`config.mk`:
```
export PLATFORM = sky130hd
export DESIGN_NAME = branch_rs_scheduler
export DESIGN_NICKNAME = d
export VERILOG_FILES = /design/src/rtl/branch_rs_scheduler_pkg.sv /design/src/rtl/branch_age_picker.sv /design/src/rtl/branch_rs_scheduler.sv
export SDC_FILE = /design/constraint.sdc
export NUM_CORES = 1
export LEC_CHECK = 0
export BUFFER_PORTS_ARGS = -buffer_cell sky130_fd_sc_hd__buf_2
export CORE_AREA = 2 2 230 142
export DETAILED_ROUTE_END_ITERATION = 8
export DIE_AREA = 0 0 232 144
export GPL_TIMING_DRIVEN = 0
export HOLD_SLACK_MARGIN = 0.15
export PLACE_DENSITY = 0.7
export SYNTH_ARGS = -nofsm -noshare
export SYNTH_HDL_FRONTEND = slang
export SYNTH_HIERARCHICAL = 1
export SYNTH_SLANG_ARGS = --single-unit
```
`constraint.sdc`:
```
create_clock -name clk -period 11.1 [get_ports clk]
set_input_delay 2.22 -clock clk [delete_from_list [all_inputs] [get_ports clk]]
set_output_delay 2.22 -clock clk [all_outputs]
set_load 0.01 [all_outputs]
```
`src/rtl/branch_rs_scheduler_pkg.sv`:
```
// Shared types and ROB-age helpers for the branch reservation station.
package branch_rs_scheduler_pkg;
  localparam int ROB_DEPTH = 16;
  localparam int TAG_W     = 5;
  localparam int PREG_W    = 7;

  localparam logic [TAG_W:0] ROB_SZ  = (TAG_W+1)'(ROB_DEPTH);
  localparam logic [6:0]     OP_JALR = 7'b1100111;
  localparam logic [6:0]     OP_BR   = 7'b1100011;
  localparam logic [2:0]     F3_BNE  = 3'b001;

  typedef struct packed {
    logic [6:0]        Opcode;
    logic [2:0]        func3;
    logic [PREG_W-1:0] ps1;
    logic [PREG_W-1:0] ps2;
    logic [PREG_W-1:0] prd;
    logic [TAG_W-1:0]  rob_index;
    logic [11:0]       imm;
  } rs_data;

  function automatic logic [TAG_W-1:0] rob_age(input logic [TAG_W-1:0] tag,
                                               input logic [TAG_W-1:0] head);
    logic [TAG_W:0] d;
    d = {1'b0, tag} + ROB_SZ - {1'b0, head};
    if (d >= ROB_SZ) d = d - ROB_SZ;
    return d[TAG_W-1:0];
  endfunction

  // Strictly younger than mtag and older than the allocation tail.
  function automatic logic in_squash_range(input logic [TAG_W-1:0] tag,
                                           input logic [TAG_W-1:0] mtag,
                                           input logic [TAG_W-1:0] tail);
    logic [TAG_W-1:0] d, t;
    d = rob_age(tag, mtag);
    t = rob_age(tail, mtag);
    return (d != '0) && (d < t);
  endfunction
endpackage

```
`src/rtl/branch_age_picker.sv`:
```
// Oldest-first select: one-hot grant of the ready entry with the smallest age.
module branch_age_picker
  import branch_rs_scheduler_pkg::*;
#(
  parameter int DEPTH = 4
) (
  input  logic [DEPTH-1:0]            ready,
  input  logic [DEPTH-1:0][TAG_W-1:0] age,
  output logic [DEPTH-1:0]            grant,
  output logic                        found
);
  logic [TAG_W-1:0] best;

  always_comb begin
    grant = '0;
    found = 1'b0;
    best  = '0;
    for (int i = 0; i < DEPTH; i++) begin
      if (ready[i] && (!found || age[i] < best)) begin
        found    = 1'b1;
        best     = age[i];
        grant    = '0;
        grant[i] = 1'b1;
      end
    end
  end
endmodule

```
`src/rtl/branch_rs_scheduler.sv`:
```
// Branch reservation station: wakeup, oldest-ready issue to fu_branch, mispredict squash.
module branch_rs_scheduler
  import branch_rs_scheduler_pkg::*;
#(
  parameter int DEPTH    = 4,
  parameter int WB_PORTS = 2
) (
  input  logic                              clk,
  input  logic                              reset,
  input  logic                              disp_valid,
  input  rs_data                            disp_data,
  input  logic                              disp_ps1_rdy,
  input  logic                              disp_ps2_rdy,
  output logic                              disp_ready,
  input  logic [WB_PORTS-1:0]               wb_valid,
  input  logic [WB_PORTS-1:0][PREG_W-1:0]   wb_preg,
  input  logic [TAG_W-1:0]                  rob_head,
  input  logic [TAG_W-1:0]                  curr_rob_tag,
  input  logic                              mispredict,
  input  logic [TAG_W-1:0]                  mispredict_tag,
  input  logic                              fu_ready,
  output logic                              issued,
  output rs_data                            issue_data,
  output logic [$clog2(DEPTH):0]            occupancy
);
  logic [DEPTH-1:0]            valid, rdy1, rdy2;
  rs_data                      ent [DEPTH];
  logic [DEPTH-1:0]            ready, alloc, squash, wk1, wk2, grant;
  logic [DEPTH-1:0][TAG_W-1:0] age;
  logic                        has_free, found, disp_fire, issue_fire;
  logic                        d_rdy1, d_rdy2;

  // preg 0 is hardwired ready; otherwise any matching writeback strobe wakes it.
  function automatic logic woken(input logic [PREG_W-1:0]               p,
                                 input logic [WB_PORTS-1:0]             v,
                                 input logic [WB_PORTS-1:0][PREG_W-1:0] pr);
    logic hit;
    hit = (p == '0);
    for (int k = 0; k < WB_PORTS; k++)
      if (v[k] && pr[k] == p) hit = 1'b1;
    return hit;
  endfunction

  always_comb begin
    alloc    = '0;
    has_free = 1'b0;
    for (int i = 0; i < DEPTH; i++) begin
      if (!valid[i] && !has_free) begin
        alloc[i] = 1'b1;
        has_free = 1'b1;
      end
      ready[i]  = valid[i] & rdy1[i] & rdy2[i];
      age[i]    = rob_age(ent[i].rob_index, rob_head);
      squash[i] = valid[i] & in_squash_range(ent[i].rob_index, mispredict_tag, curr_rob_tag);
      wk1[i]    = woken(ent[i].ps1, wb_valid, wb_preg);
      wk2[i]    = woken(ent[i].ps2, wb_valid, wb_preg);
    end
  end

  branch_age_picker #(.DEPTH(DEPTH)) u_pick (
    .ready (ready),
    .age   (age),
    .grant (grant),
    .found (found)
  );

  assign disp_ready = has_free & ~mispredict;
  assign disp_fire  = disp_valid & disp_ready;
  assign issue_fire = fu_ready & found & ~mispredict;
  assign issued     = issue_fire;
  assign d_rdy1     = disp_ps1_rdy | woken(disp_data.ps1, wb_valid, wb_preg);
  assign d_rdy2     = disp_ps2_rdy | (disp_data.Opcode == OP_JALR)
                    | woken(disp_data.ps2, wb_valid, wb_preg);

  always_comb begin
    issue_data = '0;
    for (int i = 0; i < DEPTH; i++)
      if (issue_fire && grant[i]) issue_data = ent[i];
  end

  always_comb begin
    occupancy = '0;
    for (int i = 0; i < DEPTH; i++)
      occupancy = occupancy + {{$clog2(DEPTH){1'b0}}, valid[i]};
  end

  // Allocation uses the registered free map, so a slot vacated by issue
  // only becomes allocatable on the following cycle.
  always_ff @(posedge clk or negedge reset) begin
    if (!reset) begin
      valid <= '0;
      rdy1  <= '0;
      rdy2  <= '0;
      for (int i = 0; i < DEPTH; i++) ent[i] <= '0;
    end else begin
      for (int i = 0; i < DEPTH; i++) begin
        if (valid[i]) begin
          if ((mispredict && squash[i]) || (issue_fire && grant[i])) valid[i] <= 1'b0;
          rdy1[i] <= rdy1[i] | wk1[i];
          rdy2[i] <= rdy2[i] | wk2[i];
        end else if (disp_fire && alloc[i]) begin
          valid[i] <= 1'b1;
          ent[i]   <= disp_data;
          rdy1[i]  <= d_rdy1;
          rdy2[i]  <= d_rdy2;
        end
      end
    end
  end
endmodule
```
==> results of run 1 <==
synth_stat cells, drive strengths merged, types with 6 or more instances:
library cell,instances
xor2,47
o21ai,141
nand4,36
nor3,16
inv,59
o21a,6
buf,44
fa,10
mux2,189
o22ai,6
nor3b,6
a21boi,8
a21oi,36
nor2b,13
nand2,86
nand2b,10
clkbuf,43
xnor2,113
dfrtp,204
nor2,36
a31oi,7
a21o,7
ha,81
nor4,19
a221oi,50
or4,6
per-stage QoR:
stage / cell area, sq um / total power [mW] / hold WS [ns]
after floorplan: 13900 / 2.322 / 0.4752
after global placement: 14970 / 2.632 / 0.4836
after detailed placement: 15010 / 2.715 / 0.4905
after CTS: 16180 / 3.619 / 0.5035
after global routing: 16590 / 3.968 / 0.5083
final: 16600 / 3.748 / 0.5002
power by group:
part | switching [mW] | leakage [nW] | internal (mW)
Clock | 0.323 | 0.378 | 0.501
Combinational | 0.780 | 4.31 | 0.781
Sequential | 0.328 | 2.55 | 1.04
Total | 1.43 | 7.23 | 2.32
kinds of logic after synthesis:
kind of cell / share of synthesized area [%]
buffers and inverters: 4.375
DFF: 36.73
and+or+nand+nor: 9.974
adders and majority gates: 8.732
xor gates and xnor gates: 10.08
muxes: 15.46
AOI/OAI and AO/OA: 14.65
final cells by class:
cell class,count,area (sq um)
antenna,3,7.507
buffer,85,503.0
clock buffer,24,546.8
clock inverter,14,250.2
fill,2760,14990
inverter,59,221.5
multi-input combinational,1009,8645
sequential,204,5105
tap,424,530.5
timing repair buffer,128,790.8
layer usage:
layer | share of wire, % | GRT usage [%]
met5 | 0.058 | 0
met4 | 2.6 | 6.680
met3 | 9.9 | 6.368
met2 | 41 | 38.60
met1 | 46 | 39.80
final timing paths:
kind | endpoint | slack, ns | cells after the start
min reg2reg | ent[68]$_DFFE_PN0P_ | 0.50 | 1
min | ent[68]$_DFFE_PN0P_ | 0.50 | 1
max reg2reg | valid[0]$_DFF_PN0_ | 3.93 | 33
max | issue_data[16] | 0.1 | 31
min in group asynchronous | ent[64]$_DFFE_PN0P_ | 1.75 | 1
max in group asynchronous | ent[68]$_DFFE_PN0P_ | 8.41 | 2
timing repair:
action	CTS	global route
endpoints found under the hold margin	0	0
cloned	2	1
endpoints found under the setup margin	48	48
pin swaps	17	34
buffers inserted	9	7
resized for setup	86	100
worst max-delay path: cells and delay by family:
family                     cells  cell delay (ns)
AOI/OAI and AO/OA             16             3.36
buffers and inverters          4             0.62
xor gates and xnor gates       1             0.16
muxes                          1             0.32
adders and majority gates      5             1.35
and+or+nand+nor                4             0.73
sequential cells by signal, summed over array words and instances (netlist names):
signal  flops
ent       192
rdy2        4
valid       4
rdy1        4
==> out/summary.txt, run 1 <==
clock-pin slew on the worst setup and hold paths - 0.05 ns
initial core utilization - 44.00%
Synth top area share - 36.73%
Placed Cells incl. Taps - 1,892
antenna-violating nets left - 0
most used cell along the critical path - ha_4
Async SR Flop Fraction - 100.0%
Die Y - 144 um
Setup Crit Path Kind - input port to primary output
leading area contributor after synthesis - dfrtp_1
fraction of layout cells with a size suffix above 1 - 32.90%
die area - 33,410 sq um
final RePlAce weighted congestion - 0.9357
final setup TNS - 0 ns
Layout area overhead - 19.43%
CP max stage delay - 0.40 ns
Layout Cells excl Fill - 1,950
# hold bufs at CTS - 0
commonest non-fill, non-tap cell in the layout - dfrtp_1
Fin. Hold Viols - 0
cell count after synthesis - 1,359
YS warnings - 6
1st-iter DRT viols - 1,117
Hold Crit Class - flip-flop to flip-flop
CP Capture Type - primary output
Setup WS post-layout - 0.09503 ns
crit start category - input port
commonest cells after routing, fill and taps aside - dfrtp_1 (204), mux2_2 (186), buf_2 (138)
Pleak - 7.232 nW
Clock Latency Late Sink - 0.52 ns
CTS Sinks - 204
Arrival @ worst endpoint - 8.78 ns
IO Count - 139
pwr/cell area - 225.8 nW/um^2
vias per inst - 6.041
time the worst path needs with I/O delays and setup - 11.00 ns
initial antenna violation count - 5
critical path peak fanout - 7
CTS tree - built
drt wl/cell - 23.13 um
global-route wire length before repair - 68,100 um
vias in the first global route - 11,620
Syn Std Cell Area - 13,900 sq um
total DRC errors in the routed layout - 0
Seq/Total Area, Yosys - 36.73%
total number of H-tree levels - 1
total global routing overflow - 0
syn avg cell area - 10.23 sq um
Inserted Clock Buffers - 21
Main synth FF type - dfrtp_1
total number of vias - 11,780
worst setup path startpoint - rob_head[0]
Crit-path slowest cell - a221oi_4
final setup fails - 0
buffer depth of the longest clock path - 3
final core utilization - 52.55%
Yosys cell types - 73
Post-synth EDFFs - 0
max-cap violation count - 0
nets@finish - 1,685
clk_skew - 0.01289 ns
WP data required - 8.88 ns
die width - 232 um
drt total wl - 45,100 um
outcome - completed
Final Max Slew Viols - 0
HPWL after DPL - 32,410 um
drt pass-1 iters - 6
GRT Util Overall - 26.70%
largest net degree at the start of global routing - 115
worst-case headroom to the max-slew limit - 39.06%
worst slack at placement - -1.258 ns
root buffer cell - clkbuf_16
post-synthesis register bit count - 204
row cnt - 51
Worst R2R Start - ent[157]$_DFFE_PN0P_
Tcrit/Tclk final - 99.14%
Port Buffers - 108
worst-margin pin slew - 0.9141 ns
Peak VDD IR - 0.0001073 V
hold_sp - ent[68]$_DFFE_PN0P_
top area cells in the synthesized netlist - dfrtp_1 (37%), mux2_2 (15%), ha_1 (7.3%)
fmax - 90.87 MHz
core region area - 31,590 sq um
syn nets - 1,536
RSZ-0062 raised after global routing - yes
Power figures use the tool's default switching activity.
==> run 2: changes to the inputs <==
- BUFFER_PORTS_ARGS: -buffer_cell sky130_fd_sc_hd__buf_2 -> unset
- DONT_BUFFER_PORTS: unset -> 1
- PLACE_DENSITY: 0.7 -> 0.66
==> run 2 against run 1 <==
  * Die area is the same
  * Sequential power is essentially flat
  * Register-to-register slack gained 0.10 ns
  * Global-route usage shrank 0.77 points
  * Clock skew shrank 0.0036 ns
  * Core utilization shrank 3.3 points
  * Power shrank 7.6%
  * Critical path type unchanged
  * Routed wire length shrank 3.6%
  * Clock power shrank 17%
  * Critical path depth grew 1
  * Worst hold slack is essentially flat
  * Highest routed layer is now met4
==> out/summary.txt, run 2 (synthesis gave the netlist of run 1 again) <==
CTS tree - built (unchanged)
Top reg by flops - ent (unchanged)
critical path peak fanout - 5 (was 7)
row cnt - 51 (unchanged)
WP data required - 8.88 ns (about the same)
total global routing overflow - 0 (unchanged)
total DRC errors in the routed layout - 0 (unchanged)
antenna-violating nets left - 0 (unchanged)
# hold bufs at CTS - 0 (unchanged)
drt total wl - 43,490 um (was 45,100 um)
Layout area overhead - 11.99% (was 19.43%)
Fin. Hold Viols - 0 (unchanged)
Tcrit/Tclk final - 98.32% (was 99.14%)
Arrival @ worst endpoint - 8.69 ns (was 8.78 ns)
max-cap violation count - 0 (unchanged)
largest net degree at the start of global routing - 205 (was 115)
nets@finish - 1,569 (was 1,685)
final setup fails - 0 (unchanged)
fraction of layout cells with a size suffix above 1 - 27.03% (was 32.90%)
Port Buffers - 0 (was 108)
final core utilization - 49.28% (was 52.55%)
Clock Latency Late Sink - 0.52 ns (about the same)
outcome - completed (unchanged)
max FFs per register - 192 (unchanged)
vias per inst - 6.111 (was 6.041)
clock-pin slew on the worst setup and hold paths - 0.06 ns (was 0.05 ns)
Worst path top cell family by delay - compound AO/OA/AOI/OAI gates (unchanged)
root buffer cell - clkbuf_16 (unchanged)
core region area - 31,590 sq um (unchanged)
GRT Util Overall - 25.92% (was 26.70%)
commonest non-fill, non-tap cell in the layout - dfrtp_1 (unchanged)
Crit-path slowest cell - fa_2 (was a221oi_4)
worst-case headroom to the max-slew limit - 41.91% (was 39.06%)
1st-iter DRT viols - 1,129 (was 1,117)
drt wl/cell - 23.79 um (was 23.13 um)
IO Count - 139 (unchanged)
CP Capture Type - primary output (unchanged)
HPWL after DPL - 31,840 um (was 32,410 um)
Buf/Inv on CP - 4 (unchanged)
Final Max Slew Viols - 0 (unchanged)
Pleak - 6.539 nW (was 7.232 nW)
worst-margin pin slew - 0.8666 ns (was 0.9141 ns)
initial core utilization - 44.00% (unchanged)
global-route wire length before repair - 65,310 um (was 68,100 um)
commonest cells after routing, fill and taps aside - dfrtp_1 (204), mux2_2 (188), xnor2_1 (113) (was dfrtp_1 (204), mux2_2 (186), buf_2 (138))
die area - 33,410 sq um (unchanged)
CTS Sinks - 204 (unchanged)
pwr/cell area - 222.5 nW/um^2 (was 225.8 nW/um^2)
drt pass-1 iters - 5 (was 6)
initial antenna violation count - 3 (was 5)
time the worst path needs with I/O delays and setup - 10.91 ns (was 11.00 ns)
buffer depth of the longest clock path - 3 (unchanged)
Die Y - 144 um (unchanged)
final setup TNS - 0 ns (unchanged)
vias in the first global route - 10,650 (was 11,620)
die width - 232 um (unchanged)
crit start category - input port (unchanged)
Inserted Clock Buffers - 21 (unchanged)
CP max stage delay - 0.37 ns (was 0.40 ns)
final RePlAce weighted congestion - 0.9408 (was 0.9357)
total number of H-tree levels - 1 (unchanged)
fmax - 91.63 MHz (was 90.87 MHz)
Setup Crit Path Kind - input port to primary output (unchanged)
Hold Crit Class - flip-flop to flip-flop (unchanged)
Fillers - 2,879 (was 2,760)
clk_skew - 0.009306 ns (was 0.01289 ns)
Peak VDD IR - 0.0001090 V (was 0.0001073 V)
total number of vias - 11,170 (was 11,780)
run 2: cell count changes in the layout (fill, tap and decap cells not counted), moves of 7 or more:
cell	previous run	this run
o21ai_1	27	19
o21ai_0	106	88
buf_6	8	1
ha_1	72	79
o21ai_2	6	33
a221oi_1	34	45
a221oi_2	14	4
ha_4	9	2
buf_2	138	37
run 2: final cells by class:
cell class	instances	area (sq um)	area share [%]
inverters	59	225.2	1.447
multi-input cells	1009	8496	54.58
repair buffers	12	107.6	0.6913
well taps	424	530.5	3.408
flip-flops and latches	204	5105	32.79
diodes	2	5.005	0.03215
clock buffers	29	605.6	3.890
clock inverters	4	31.28	0.2009
plain buffers	85	460.4	2.958
run 2: report_power, final:
| group | leakage (nW) | internal [mW] | total (mW) | switching [mW] |
|---|---|---|---|---|
| sequential | 2.55 | 1.04 | 1.36 | 0.322 |
| combinational | 3.68 | 0.719 | 1.42 | 0.705 |
| clock | 0.316 | 0.380 | 0.681 | 0.301 |
run 2: final timing paths:
path / startpoint / to / slack, ns / cells after the start
setup reg to reg: ent[157]$_DFFE_PN0P_ / valid[1]$_DFF_PN0_ / 4.03 / 31
min in group asynchronous: reset / ent[16]$_DFFE_PN0P_ / 1.39 / 0
hold / removal: ent[70]$_DFFE_PN0P_ / ent[70]$_DFFE_PN0P_ / 0.50 / 1
max in group asynchronous: reset / ent[125]$_DFFE_PN0P_ / 9.23 / 0
hold reg to reg: ent[70]$_DFFE_PN0P_ / ent[70]$_DFFE_PN0P_ / 0.50 / 1
setup / recovery: rob_head[0] / issue_data[3] / 0.19 / 32
run 2: metal layers:
layer | wire length (um) | up-vias | GRT usage, %
li1 | - | 5020 | -
met1 | 20000 | 5572 | 38.74
met2 | 17970 | 523 | 36.94
met3 | 4727 | 56 | 7.256
met4 | 792 | 0 | 5.567
met5 | 0 | - | 0
run 2: repair_timing:
item	in CTS	in global routing
buffers inserted	0	11
endpoints found under the setup margin	48	48
cloned	0	1
gates resized for setup	106	60
pin swaps	15	24
run 2: through the flow:
| step | area [sq um] | worst slack [ns] | power, mW | hold slack (ns) | std cells |
|---|---|---|---|---|---|
| 3_3_place_gp | 14430 | -0.9053 | 2.601 | 0.4837 | 1783 |
| 4_1_cts | 15270 | 0.0008837 | 3.374 | 0.5028 | 1814 |
| 3_5_place_dp | 14430 | -1.086 | 2.671 | 0.4897 | 1783 |
| 6_report | 15570 | 0.1867 | 3.463 | 0.5001 | 1828 |
| 2_1_floorplan | 13900 | 0.4508 | 2.322 | 0.4752 | 1359 |
| 5_1_grt | 15560 | -0.03342 | 3.695 | 0.5113 | 1826 |
==> run 3: changes to the inputs <==
- CORE_AREA: 2 2 230 142 -> 2 2 250 154
- DIE_AREA: 0 0 232 144 -> 0 0 252 156
- PLACE_DENSITY: 0.66 -> 0.59
==> run 3 against run 2 <==
  * First-iteration DRC count decreased by 5.0%
  * Register-to-register slack got worse by 0.04 ns
  * Non-clock buffer count up 5
  * Sequential share of layout area down 0.78 points
  * Combinational power barely moved
  * Power is 2.2% higher
  * Routed wire length grew 5.7%
  * Clock power is 8.1% higher
  * Via count grew 0.38%
  * Design area rose by 2.4%
  * Maximum frequency shrank 0.14%
==> out/summary.txt, run 3 (synthesis gave the netlist of run 1 again) <==
Inserted Clock Buffers - 21 (unchanged)
antenna-violating nets left - 0 (unchanged)
total global routing overflow - 0 (unchanged)
Arrival @ worst endpoint - 8.71 ns (was 8.69 ns)
worst setup path startpoint - rob_head[0] (unchanged)
CP Capture Type - primary output (unchanged)
Top reg by flops - ent (unchanged)
GRT Util Overall - 22.59% (was 25.92%)
crit start category - input port (unchanged)
clock-pin slew on the worst setup and hold paths - 0.06 ns (about the same)
combinational power share - 40.7% (was 41.1%)
sequential share of power - 38.5% (was 39.2%)
vias in the first global route - 10,830 (was 10,650)
Die Y - 156 um (was 144 um)
worst-margin pin slew - 0.8762 ns (was 0.8666 ns)
# hold bufs at CTS - 0 (unchanged)
pwr/cell area - 222.0 nW/um^2 (was 222.5 nW/um^2)
critical path peak fanout - 10 (was 5)
max-cap violation count - 0 (unchanged)
switching share of power - 38.22% (was 38.34%)
die width - 252 um (was 232 um)
IO Count - 139 (unchanged)
total number of vias - 11,210 (was 11,170)
commonest non-fill, non-tap cell in the layout - dfrtp_1 (unchanged)
1st-iter DRT viols - 1,072 (was 1,129)
Setup WS post-layout - 0.1709 ns (was 0.1867 ns)
final setup fails - 0 (unchanged)
fmax - 91.50 MHz (was 91.63 MHz)
outcome - completed (unchanged)
hold_sp - ent[86]$_DFFE_PN0P_ (was ent[70]$_DFFE_PN0P_)
commonest cells after routing, fill and taps aside - dfrtp_1 (204), mux2_2 (186), xnor2_1 (113) (was dfrtp_1 (204), mux2_2 (188), xnor2_1 (113))
Clock power frac - 20.8% (was 19.7%)
root buffer cell - clkbuf_16 (unchanged)
Psw - 1.353 mW (was 1.328 mW)
worst-case headroom to the max-slew limit - 41.27% (was 41.91%)
total number of H-tree levels - 1 (unchanged)
vias per inst - 5.908 (was 6.111)
max FFs per register - 192 (unchanged)
final RePlAce weighted congestion - 0.9224 (was 0.9408)
global-route wire length before repair - 67,540 um (was 65,310 um)
Clock Latency Late Sink - 0.53 ns (was 0.52 ns)
drt pass-1 iters - 5 (unchanged)
Peak VDD IR - 0.0001043 V (was 0.0001090 V)
Fillers - 3,498 (was 2,879)
Hold Crit Class - flip-flop to flip-flop (unchanged)
nets@finish - 1,574 (was 1,569)
clk_skew - 0.01741 ns (was 0.009306 ns)
Tcrit/Tclk final - 98.46% (was 98.32%)
Reg2Reg Setup Slack - 3.99 ns (was 4.03 ns)
Int Power - 2.187 mW (was 2.135 mW)
Final Max Slew Viols - 0 (unchanged)
die area - 39,310 sq um (was 33,410 sq um)
fraction of layout cells with a size suffix above 1 - 29.18% (was 27.03%)
HPWL after DPL - 33,170 um (was 31,840 um)
core region area - 37,020 sq um (was 31,590 sq um)
Worst Hold Endpoint - ent[86]$_DFFE_PN0P_ (was ent[70]$_DFFE_PN0P_)
Setup Crit Path Kind - input port to primary output (unchanged)
drt wl/cell - 24.21 um (was 23.79 um)
Layout area overhead - 14.73% (was 11.99%)
FF-to-FF End - valid[0]$_DFF_PN0_ (was valid[1]$_DFF_PN0_)
worst slack at placement - -1.097 ns (was -1.086 ns)
buffer depth of the longest clock path - 3 (unchanged)
time the worst path needs with I/O delays and setup - 10.93 ns (was 10.91 ns)
Fin. Hold Viols - 0 (unchanged)
row cnt - 55 (was 51)
Port Buffers - 0 (unchanged)
Hold WS - 0.4993 ns (was 0.5001 ns)
largest net degree at the start of global routing - 205 (unchanged)
initial antenna violation count - 2 (was 3)
Worst R2R Start - ent[108]$_DFFE_PN0P_ (was ent[157]$_DFFE_PN0P_)
initial core utilization - 37.54% (was 44.00%)
hold depth - 1 (unchanged)
drt total wl - 45,950 um (was 43,490 um)
CTS tree - built (unchanged)
Worst R2R Path Depth - 31 (unchanged)
WP data required - 8.88 ns (about the same)
Pleak - 6.645 nW (was 6.539 nW)
CTS Sinks - 204 (unchanged)
total DRC errors in the routed layout - 0 (unchanged)
run 3: area by class of cell:
class	count	area [sq um]	share of cell area [%]
Multi-Input combinational cell	1009	8642	54.19
Tap cell	484	605.6	3.798
Sequential cell	204	5105	32.01
Inverter	59	229.0	1.436
Buffer	85	479.2	3.005
Timing Repair Buffer	17	180.2	1.130
Clock inverter	9	85.08	0.5335
Clock buffer	29	615.6	3.860
Antenna cell	2	5.005	0.03138
run 3: routing by layer:
layer | global-route usage [%] | vias up | routed length, um
li1 | - | 5030 | -
met1 | 33.89 | 5689 | 22020
met2 | 32.31 | 421 | 18980
met3 | 5.556 | 73 | 3853
met4 | 5.213 | 0 | 1097
met5 | 0 | - | 0
run 3: worst max path at each step:
stage | depth (start not counted) | end
after floorplan | 30 | issue_data[41]
after global placement | 30 | issue_data[30]
after detailed placement | 30 | issue_data[30]
after CTS | 30 | issue_data[16]
after global routing | 30 | issue_data[16]
final | 28 | issue_data[30]
run 3: repair_timing:
action	in CTS	in global routing
buffers inserted	3	11
cloned	0	3
pin swaps	25	31
setup endpoints to repair	48	48
resized for setup	104	89
run 3: power by group through the flow:
| stage | Clock, mW | Combinational [mW] | Sequential [mW] |
|---|---|---|---|
| 2_1_floorplan | 0 | 1.08 | 1.24 |
| 3_3_place_gp | 0 | 1.27 | 1.34 |
| 3_5_place_dp | 0 | 1.32 | 1.35 |
| 4_1_cts | 0.747 | 1.34 | 1.34 |
| 5_1_grt | 0.778 | 1.59 | 1.40 |
| 6_report | 0.736 | 1.44 | 1.36 |
run 3: critical path: stages:
cell	delay, ns
ha_2	0.19
fa_2	0.40
nor2b_2	0.14
o21ai_2	0.09
xor2_1	0.16
a31o_2	0.26
a32o_2	0.27
ha_4	0.29
nand4_1	0.14
a21oi_2	0.24
a211oi_4	0.12
o221a_2	0.36
ha_4	0.28
o21ai_1	0.08
o21a_1	0.24
a21boi_4	0.16
a21oi_2	0.25
buf_4	0.18
mux2_4	0.31
ha_4	0.27
o211ai_1	0.15
a32o_2	0.38
a211o_2	0.32
o211a_1	0.12
nand2_1	0.24
clkbuf_2	0.35
o21ai_0	0.18
o21ai_2	0.33
run 3: stage by stage:
| stage | util (%) | setup TNS [ns] | area [sq um] | std cells | power [mW] |
|---|---|---|---|---|---|
| 6_report | 43.07 | 0 | 15950 | 1898 | 3.540 |
| 4_1_cts | 41.62 | -0.1140 | 15410 | 1882 | 3.432 |
| 5_1_grt | 43.07 | -0.8836 | 15940 | 1897 | 3.772 |
| 3_5_place_dp | 39.18 | -36.41 | 14510 | 1843 | 2.676 |
| 3_3_place_gp | 39.18 | -30.07 | 14510 | 1843 | 2.606 |
| 2_1_floorplan | - | 0 | 13900 | 1359 | 2.322 |
